`config.mk`:
```
export PLATFORM = sky130hd
export DESIGN_NAME = fpu_issue_stage
export DESIGN_NICKNAME = d
export VERILOG_FILES = /design/src/rtl/fpu_issue_stage.sv
export SDC_FILE = /design/constraint.sdc
export NUM_CORES = 1
export LEC_CHECK = 0
export ABC_AREA = 1
export CAP_MARGIN = 25
export CORE_ASPECT_RATIO = 1.4
export CORE_MARGIN = 4
export CORE_UTILIZATION = 29
export CTS_BUF_LIST = sky130_fd_sc_hd__clkbuf_4 sky130_fd_sc_hd__clkbuf_8 sky130_fd_sc_hd__clkbuf_16
export CTS_CLUSTER_SIZE = 20
export DETAILED_ROUTE_END_ITERATION = 7
export RECOVER_POWER = 25
export SYNTH_ARGS = -nofsm -noshare
export SYNTH_HDL_FRONTEND = slang
export SYNTH_SLANG_ARGS = --single-unit
```
`constraint.sdc`:
```
create_clock -name clk -period 3.4 [get_ports clk]
set_input_delay 1.02 -clock clk [delete_from_list [all_inputs] [get_ports clk]]
set_output_delay 1.02 -clock clk [all_outputs]
set_load 0.05 [all_outputs]
```
`src/rtl/fpu_issue_stage.sv`:
```
// Single-slot decode/issue stage feeding the FPU execute pipe.
// A destination scoreboard stalls RAW/WAW hazards; the writeback bus resolves and forwards.
module fpu_issue_stage #(
  parameter int NREG        = 32,
  parameter int STALL_CNT_W = 16
) (
  input  logic                   clk,
  input  logic                   reset,
  input  logic                   instr_valid,
  input  logic [31:0]            instr,
  output logic                   instr_ready,
  output logic [4:0]             rf_raddr1,
  output logic [4:0]             rf_raddr2,
  input  logic [31:0]            rf_rdata1,
  input  logic [31:0]            rf_rdata2,
  input  logic                   wb_valid,
  input  logic [4:0]             wb_addr,
  input  logic [31:0]            wb_data,
  output logic                   ex_valid,
  output logic [1:0]             ex_op,
  output logic [31:0]            ex_a,
  output logic [31:0]            ex_b,
  output logic [4:0]             ex_rd,
  input  logic                   ex_ready,
  output logic [STALL_CNT_W-1:0] stall_count
);

  logic            d_valid;
  logic [1:0]      d_op;
  logic [4:0]      d_rs1;
  logic [4:0]      d_rs2;
  logic [4:0]      d_rd;
  logic [NREG-1:0] pending;
  logic [NREG-1:0] pending_nxt;

  logic wb_hit_rs1;
  logic wb_hit_rs2;
  logic wb_hit_rd;
  logic hazard;
  logic out_free;
  logic issue_now;
  logic accept;

  // Reserved instruction bits carry no meaning for this stage.
  logic unused_reserved;
  assign unused_reserved = ^instr[19:5];

  // A writeback landing this cycle clears the hazard on its register.
  always_comb begin
    wb_hit_rs1  = wb_valid && (wb_addr == d_rs1);
    wb_hit_rs2  = wb_valid && (wb_addr == d_rs2);
    wb_hit_rd   = wb_valid && (wb_addr == d_rd);
    hazard      = d_valid && ((pending[d_rs1] && !wb_hit_rs1) ||
                              (pending[d_rs2] && !wb_hit_rs2) ||
                              (pending[d_rd]  && !wb_hit_rd));
    out_free    = !ex_valid || ex_ready;
    issue_now   = d_valid && !hazard && out_free;
    instr_ready = reset && (!d_valid || issue_now);
    accept      = instr_valid && instr_ready;
  end

  assign rf_raddr1 = d_valid ? d_rs1 : 5'd0;
  assign rf_raddr2 = d_valid ? d_rs2 : 5'd0;

  always_ff @(posedge clk) begin
    if (!reset) begin
      d_valid <= 1'b0;
      d_op    <= 2'd0;
      d_rs1   <= 5'd0;
      d_rs2   <= 5'd0;
      d_rd    <= 5'd0;
    end else if (accept) begin
      d_valid <= 1'b1;
      d_op    <= instr[31:30];
      d_rs1   <= instr[29:25];
      d_rs2   <= instr[24:20];
      d_rd    <= instr[4:0];
    end else if (issue_now) begin
      d_valid <= 1'b0;
    end
  end

  always_ff @(posedge clk) begin
    if (!reset) begin
      ex_valid <= 1'b0;
      ex_op    <= 2'd0;
      ex_a     <= 32'd0;
      ex_b     <= 32'd0;
      ex_rd    <= 5'd0;
    end else if (issue_now) begin
      ex_valid <= 1'b1;
      ex_op    <= d_op;
      ex_a     <= wb_hit_rs1 ? wb_data : rf_rdata1;
      ex_b     <= wb_hit_rs2 ? wb_data : rf_rdata2;
      ex_rd    <= d_rd;
    end else if (ex_ready) begin
      ex_valid <= 1'b0;
    end
  end

  // Issue-side set is applied after the writeback clear so it wins on a collision.
  always_comb begin
    pending_nxt = pending;
    if (wb_valid) pending_nxt[wb_addr] = 1'b0;
    if (issue_now) pending_nxt[d_rd] = 1'b1;
  end

  always_ff @(posedge clk) begin
    if (!reset) begin
      pending <= '0;
    end else begin
      pending <= pending_nxt;
    end
  end

  always_ff @(posedge clk) begin
    if (!reset) begin
      stall_count <= '0;
    end else if (hazard && (stall_count != {STALL_CNT_W{1'b1}})) begin
      stall_count <= stall_count + 1'b1;
    end
  end

endmodule

```
* Yosys cells after proc, flatten, opt, wreduce, memory -nomap -nowiden
Index checks and enable logic that the tools add are counted.
Widths: inputs -> output; s select.
** Word-level totals
- Register bits after elaboration :: 138
- Input bits :: 138
- Output and inout port bits :: 99
** Cells by class
- Add/subtract/negate cells :: 1
- Order comparisons :: 6
- Eq/ne operators :: 4
- Muxes and demuxes :: 20
- Bitwise gates (word level) :: 3
- Reductions and logical operators :: 26
** Operators with widths (number)
- $mux 32 :: 4
- $and 32x32->32 :: 1
- $not 32->32 :: 1
- $or 32x32->32 :: 1
- $lt 5x6->1 const B :: 4
- $add 16x1->16 const B :: 1
- $ne 16x16->1 const B :: 1
- $bmux 1 s5 :: 3
- $eq 5x5->1 :: 3
- $logic_and 1x1->1 :: 14
- $demux 1 s5 :: 2
- $ge 5x1->1 const B :: 2
- $mux 5 :: 2
- $mux 1 :: 9
- $logic_not 1->1 :: 6
- $logic_or 1x1->1 :: 4
- $reduce_bool 2->1 :: 2

* Depth between registers and ports, before layout
Gate-level depths: netlist of the first run.
- Word-level depth :: 14
- Gate-level depth with buffers :: 17
- Mapped depth without buffers :: 15

* Worst setup path after synthesis of the first run
Ideal clock, no wire load.
- Path kind :: input -> output
- Start point :: input port wb_addr[2]
- End point :: output port instr_ready
- Arrival :: 2.745 ns
- Required time :: 2.380 ns
- Slack :: -0.365 ns
- Stages on the path :: 12
- Path buffers :: 3
- Path through :: buf_2 inv_1 o22ai_1 a21oi_1 nand4_1 nand3_1 nand3_4 o21bai_1 buf_2 buf_2 nand2_1 inv_1
** Between the ends
- Cells in the longest elaborated chain, start to end :: 12
- Elaborated cells on any way between the ends :: 20
- Those cells by class :: 3 x eq/ne; 17 x reduce/logical
** Ends and longest elaborated chain
- from (decl) :: line 17 : input logic [4:0] wb_addr,
- $eq 5x5->1, on equally long branches :: line 50, 51
- $logic_and 1x1->1, on equally long branches :: line 50, 51
- $logic_not 1->1, on equally long branches :: line 53, 54
- $logic_and 1x1->1, on equally long branches :: line 53, 54
- $logic_or 1x1->1 :: line 53 : hazard = d_valid && ((pending[d_rs1] && !wb_hit_rs1) ||
- $logic_or 1x1->1 (*) :: line 54 : (pending[d_rs2] && !wb_hit_rs2) ||
- $logic_and 1x1->1 (*) :: line 53
- $logic_not 1->1 (*) :: line 57 : issue_now = d_valid && !hazard && out_free;
- $logic_and 1x1->1 (*) (2 in series) :: line 57
- $logic_or 1x1->1 (*) :: line 58 : instr_ready = reset && (!d_valid || issue_now);
- $logic_and 1x1->1 (*) :: line 58
- to (decl) :: line 11 : output logic instr_ready,
Mark *: on every way between the ends. The rest lies on a longest branch, timed or not.

* Final worst setup path of the first run
- Start point :: register d_rd[4]
- End point :: output port instr_ready
** Between the ends
- Cells in the longest elaborated chain, start to end :: 11
- Elaborated cells on any way between the ends :: 13
- Those cells by class :: 1 x eq/ne; 2 x mux; 10 x reduce/logical
** Ends and longest elaborated chain
- from (decl) :: line 32 : logic [4:0] d_rd;
- from (signal assigned) :: line 77 : d_rd <= instr[4:0];
- branches (longest 3 deep; another with $bmux 1 s5)
- $logic_and 1x1->1 (*) :: line 55 : (pending[d_rd] && !wb_hit_rd));
- $logic_or 1x1->1 (*) :: line 54
- $logic_and 1x1->1 (*) :: line 53
- $logic_not 1->1 (*) :: line 57
- $logic_and 1x1->1 (*) (2 in series) :: line 57
- $logic_or 1x1->1 (*) :: line 58
- $logic_and 1x1->1 (*) :: line 58
Every way passes the cells marked *. The select of a mux whose other input is x is not followed.

==> reports/results.ini, run 1 <==
[synthesis]
synth-seq-area-share_pct=36.2
ys_warn_count=0
synthAdderAreaFrac_pct=0.164
synth_area_sq_um=7640
synth-compound-area-share_pct=15.3
synthMuxAreaShare_pct=0
synth_top_family_by_area=simple AND/OR/NAND/NOR gates
syn_area_per_cell_sq_um=6.21
synth.distinct_cells=26
synthXorXnorAreaFrac_pct=1.83
ys_seq_elements=138
synthCells=1231
synth_fp_nets=1370
synthSimpleGateAreaFrac_pct=35.6

[critical_path]
required_ns=2.38
cpPeakStageDelay_ns=0.39
worstPathMaxFanout=5
path_cells=buf_4 > nor3_1 > nand2_1 > nand2_1 > nor2_1 > nand2_1 > nand2_2 > nand3_4 > o21bai_1 > buf_4 > nand2_4 > clkinvlp_4 > buf_12
crit_path_end_kind=output pin
critical_path_depth=13
crit_path_start_kind=flip-flop
path_delay_family=simple AND/OR/NAND/NOR gates
reg2reg_depth=19
path_common_cell=nand2_1
cp.arrival_ns=2.36
slowest_stage=nor3_1
crit_buf_inv=4
path_class=reg -> out

[floorplan]
die_y_microns=200
pin_count=237
num_rows=70
initial_core_util_pct=29.4
fp.dieArea_sq_um=29000
coreArea_sq_um=26000
die_w_microns=145

[clock_network]
htree_levels=4
hold_buffers=0
clock_path_buffers=2
cts_buffers=17
cts-root-buf=clkbuf_16
cts_sinks=138
cts_tree=done
clk_pin_slew_ns=0.06
clk_latency_ns=0.42

[cells_and_area]
regArea_sq_um=2770
antenna_cells=0
layout.nets=1595
fillers=2759
multi_input_area_sq_um=4120
layout-drive-gt1-share_pct=9.19
syn_to_final_growth_pct=44.8

[timing]
rsz0062_at_grt=true
hold_violations=0
slew-limit-headroom_pct=27.4
finalCritPeriodShare_pct=99.4
fin_ws_ns=0.0211
hold_ws_ns=0.464
max_freq_ghz=0.296
fin_worst_skew_ns=0.00756
period_minus_slack_ns=3.38
worst_pin_slew_ns=1.09
setup-violations-final=0
drv_slew=0

[routing]
routed_wl_microns=28500
drc=0
ant_nets=0
drt-vias-per-instance=4.89
wl_per_cell_microns=15.9
vias=8764
dr.pass1.iters=5
drtIter0Drc=547

[grt]
grt_pass1_wl_microns=43900
grt_start_max_net_pins=65
grt_usage_pct=18.8
grt_pass1_vias=8393
antenna_found_initial=0
grt.overflow.total=0

[power_and_ir_drop]
ir_drop_mv=0.322
powerDensity_nw_per_um2=446
power_leakage_nw=4.47

[run_status]
status=completed

[hold_path]
hold_class=reg -> reg
min_path_cells=2

[placed_design]
pre_cts_ws_ns=-0.421
dpl.hpwl_microns=20600
portBuffers=221
gp_congestion=0.921

[job]
cap_violations=0

registers in the layout (all words and copies together) (netlist names):
| register | cells |
|---|---|
| d_valid | 1 |
| ex_b | 32 |
| stall_count | 16 |
| d_rs1 | 5 |
| d_rd | 5 |
| pending | 32 |
| ex_valid | 1 |
| d_op | 2 |
| ex_rd | 5 |
| ex_a | 32 |
| ex_op | 2 |
| d_rs2 | 5 |
routing by layer:
| metal | vias up | part of all wire [%] | global-route usage, % |
|---|---|---|---|
| li1 | 4435 | - | - |
| met1 | 3926 | 40 | 20.6 |
| met2 | 332 | 51 | 35.0 |
| met3 | 71 | 5.8 | 4.04 |
| met4 | 0 | 3.5 | 8.80 |
| met5 | - | 0 | 0 |
per-stage QoR:
step                utilization, %  area (sq um)  TNS [ns]  power (mW)  std cells
CTS                           42.2         11000         0        4.98       1789
global placement              39.5         10300    -0.414        3.26       1741
floorplan                        -          7700   -0.0338        2.70       1231
detailed placement            39.5         10300    -0.421        3.26       1741
finish                        42.5         11100         0        4.93       1793
global route                  42.5         11100   -0.0897        5.17       1793
cell type report:
cell class / instances / area share [%]
inverter: 113 / 4.10
clock inverter: 13 / 0.712
timing repair buffer: 287 / 25.2
clock buffer: 19 / 4.04
sequential: 138 / 25.0
tap: 324 / 3.66
multi-input combinational: 899 / 37.3
worst paths after layout:
kind / to / slack (ns) / from
setup / recovery: instr_ready / 0.02 / d_rd[4]
hold reg to reg: ex_b[22] / 0.46 / ex_b[22]
setup reg to reg: ex_b[19] / 0.33 / d_rs2[0]
hold / removal: ex_b[22] / 0.46 / ex_b[22]
Yosys cell counts (all sizes together):
cell type	instances	area (sq um)
nand2	426	1600
dfxtp	138	2760
a21oi	117	586
inv	111	422
o21ai	105	526
nand3	98	503
nor2	66	250
nand4	43	269
clkbuf	42	158
buf	39	249
nor3	15	80.1
xor2	11	96.3
o22ai	8	50.1
xnor2	5	43.8
nor4	3	18.8
clkinv	2	7.51
ha	1	12.5
o21bai	1	7.51
worst min-delay path: cells and delay by family (launching register included):
kind	cells	cell delay, ns
compound gates	1	0.05
flops	1	0.31
simple gates	1	0.06
logic make-up after synthesis:
family	count (synthesis)
AOI/OAI and AO/OA	231
adders and majority gates	1
buffers and inverters	194
and+or+nand+nor	651
xor gates and xnor gates	16
DFF	138
layout by cell type, fill, tap and decap left out, types with 3 or more instances in the layout:
master,count
nand2_1,422
clkdlybuf4s50_1,214
dfxtp_1,135
a21oi_1,115
inv_1,101
o21ai_0,100
nand3_1,91
nor2_1,64
buf_4,51
nand4_1,43
clkbuf_16,17
nor3_1,12
xor2_1,11
clkinv_2,9
o22ai_1,7
buf_12,7
nand3_2,6
clkinvlp_4,6
xnor2_1,5
o21ai_1,5
inv_4,4
buf_2,4
buf_6,4
nand2_2,3
nor4_1,3
clkbuf_1,3
timing repair:
| item | in CTS | in global routing |
|---|---|---|
| hold endpoints to repair | 0 | 0 |
| resized for setup | 41 | 32 |
| setup buffers | 16 | 5 |
| pin swaps | 11 | 13 |
| setup endpoints to repair | 1 | 33 |
report_power, final:
part | switching (mW) | leakage, nW | internal, mW
sequential | 0.0827 | 1.12 | 1.73
combinational | 0.925 | 3.09 | 0.536
clock | 0.714 | 0.258 | 0.948
total | 1.72 | 4.47 | 3.21
Power figures use the tool's default switching activity.
==> run 2, diff against run 1 <==
Settings changed: SKIP_CTS_REPAIR_TIMING from default to 1.
Clock period 3.4 ns to 3.05 ns, I/O delays scaled along.
==> reports/results.ini, run 2 (synthesis results as in run 1) <==
[cells_and_area]
fillers=2722  ; -1.3%
antenna_cells=0  ; unchanged
stdcell_area_sq_um=11100  ; +0.75%
layout.nets=1594  ; -0.063%
syn_to_final_growth_pct=45.9
final_cells=1792  ; -0.056%
layout_commonest_cell=nand2_1
layout_common_cells=nand2_1, clkdlybuf4s50_1, dfxtp_1, a21oi_1, o21ai_0
layout-drive-gt1-share_pct=9.67  ; +0.48 points
largestRegisters=ex_a x32, ex_b x32, pending x32

[hold_path]
hold_class=reg -> reg
min_path_cells=2  ; unchanged
min_to=ex_b[11]
hp-start=ex_b[11]

[critical_path]
timing.rr.end=stall_count[0]
path_cells=buf_12 > nor2_4 > buf_12 > nand2_1 > nand4_1 > nand2_2 > nand2_1 > nor2_1 > nand2_1 > nand2_2 > nand3_4 > o21bai_1 > buf_4 > nand2_4 > clkinvlp_4 > buf_12
crit_path_end_kind=output pin
slowest_stage=dfxtp_2
reg2reg_depth=17  ; -2
crit_path_start_kind=flip-flop
r2r-start=d_rd[0]
cpPeakStageDelay_ns=0.34  ; -0.05 ns
path_class=reg -> out
worstPathMaxFanout=9  ; +4
r2r_slack_ns=0.44  ; +0.11 ns
cp.arrival_ns=2.30  ; -0.06 ns
critPathLaunch=d_rd[0]
required_ns=2.13  ; -0.25 ns

[job]
cap_violations=0  ; unchanged

[placed_design]
dpl.hpwl_microns=20800  ; +0.89%
postPlaceCellArea_sq_um=10400  ; +1.4%
placedCellCount=1753  ; +0.69%
portBuffers=221  ; unchanged
gp_congestion=0.946  ; +2.8%

[run_status]
violations=setup timing
status=complete, but fails checks

[grt]
grt_pass1_wl_microns=44700  ; +2.0%
grt.overflow.total=0  ; unchanged
grt_usage_pct=19.3  ; +0.41 points
grt_pass1_vias=8491  ; +1.2%
grt_start_max_net_pins=66  ; +1.5%
antenna_found_initial=0  ; unchanged

[timing]
max_freq_ghz=0.311
drv_slew=0  ; unchanged
slew-limit-headroom_pct=46.7  ; +19 points
fin_ws_ns=-0.170  ; -0.191 ns
setup-violations-final=1  ; +1
rsz0062_at_grt=true
fin_worst_skew_ns=0.0101  ; +0.00250 ns
hold_violations=0  ; unchanged
finalCritPeriodShare_pct=106
worst_pin_slew_ns=0.800  ; -0.290 ns
period_minus_slack_ns=3.22

[clock_network]
cts-root-buf=clkbuf_16
cts_sinks=138  ; unchanged
cts_tree=done
clock_path_buffers=2  ; unchanged
cts_buffers=17  ; unchanged
clk_latency_ns=0.42  ; about the same
htree_levels=4  ; unchanged
clk_pin_slew_ns=0.06  ; about the same

[routing]
wl_per_cell_microns=15.9  ; -0.14%
ant_nets=0  ; unchanged
drc=0  ; unchanged
vias=8700  ; -0.73%
drtIter0Drc=523  ; -4.4%
drt-vias-per-instance=4.85  ; -0.67%
dr.pass1.iters=5  ; unchanged
routed_wl_microns=28400  ; -0.20%

[floorplan]
num_rows=70  ; unchanged
initial_core_util_pct=29.4  ; unchanged
coreArea_sq_um=26000  ; unchanged
pin_count=237  ; unchanged
die_y_microns=200  ; unchanged
fp.dieArea_sq_um=29000  ; unchanged
die_w_microns=145  ; unchanged

[power_and_ir_drop]
ir_drop_mv=0.359  ; +12%
powerDensity_nw_per_um2=506  ; +14%
power_leakage_nw=4.56  ; +2.2%

[run 2: cell types whose count changed in the layout (fill, tap and decap cells not counted), moves of 4 or more]
cell and change:
buf_2 -4, clkinv_2 -6, clkdlybuf4s50_1 -10, nand2_2 +5
nand2_1 -5, o21ai_1 -5, o21ai_0 +5, clkinvlp_4 +4
dlymetal6s2s_1 +5, buf_12 +4, buf_4 +9
[run 2: how the worst max path moves through the flow]
stage | cells past startpoint | endpoint
floorplan | 12 | instr_ready
detailed placement | 11 | instr_ready
global route | 15 | instr_ready
finish | 16 | instr_ready
global placement | 11 | instr_ready
CTS | 11 | instr_ready
[run 2: cell type report]
| cell class | count | area (sq um) | share of cell area (%) |
|---|---|---|---|
| Timing Repair inverter | 1 | 7.51 | 0.0673 |
| Sequential cell | 138 | 2770 | 24.8 |
| Clock inverter | 12 | 90.1 | 0.808 |
| Clock buffer | 20 | 467 | 4.19 |
| Inverter | 113 | 464 | 4.16 |
| Tap cell | 324 | 405 | 3.64 |
| Timing Repair Buffer | 285 | 2840 | 25.4 |
| Multi-Input combinational cell | 899 | 4110 | 36.9 |
[run 2: metal layers]
layer / vias to the layer above / track usage, % / share of wire [%]
li1: 4426 / - / -
met1: 3923 / 21.4 / 39
met2: 290 / 35.6 / 52
met3: 61 / 4.86 / 6.2
met4: 0 / 7.53 / 3.1
met5: - / 0 / 0
[run 2: critical path: cells and delay by family, from the launching register on]
family                 cells  cell delay (ns)
and+or+nand+nor           10             0.78
buffers and inverters      5             0.62
DFF                        1             0.34
AOI/OAI and AO/OA          1             0.13
[run 2: report_power, final]
group	total, mW	leakage, nW	switching, mW	internal, mW
Clock	1.95	0.257	0.838	1.11
Sequential	2.00	1.12	0.0798	1.92
Combinational	1.69	3.18	1.05	0.638
[run 2: metrics by stage]
| stage | worst slack [ns] | total power [mW] | hold slack (ns) | TNS (ns) | utilization (%) |
|---|---|---|---|---|---|
| 2_1_floorplan | -0.174 | 3.01 | 0.476 | -0.174 | - |
| 3_3_place_gp | -0.561 | 3.70 | 0.450 | -13.10 | 40.1 |
| 3_5_place_dp | -0.559 | 3.70 | 0.455 | -15.93 | 40.1 |
| 4_1_cts | -0.568 | 5.67 | 0.464 | -0.568 | 42.2 |
| 5_1_grt | -0.297 | 5.94 | 0.482 | -0.297 | 42.9 |
| 6_report | -0.170 | 5.64 | 0.463 | -0.170 | 42.9 |
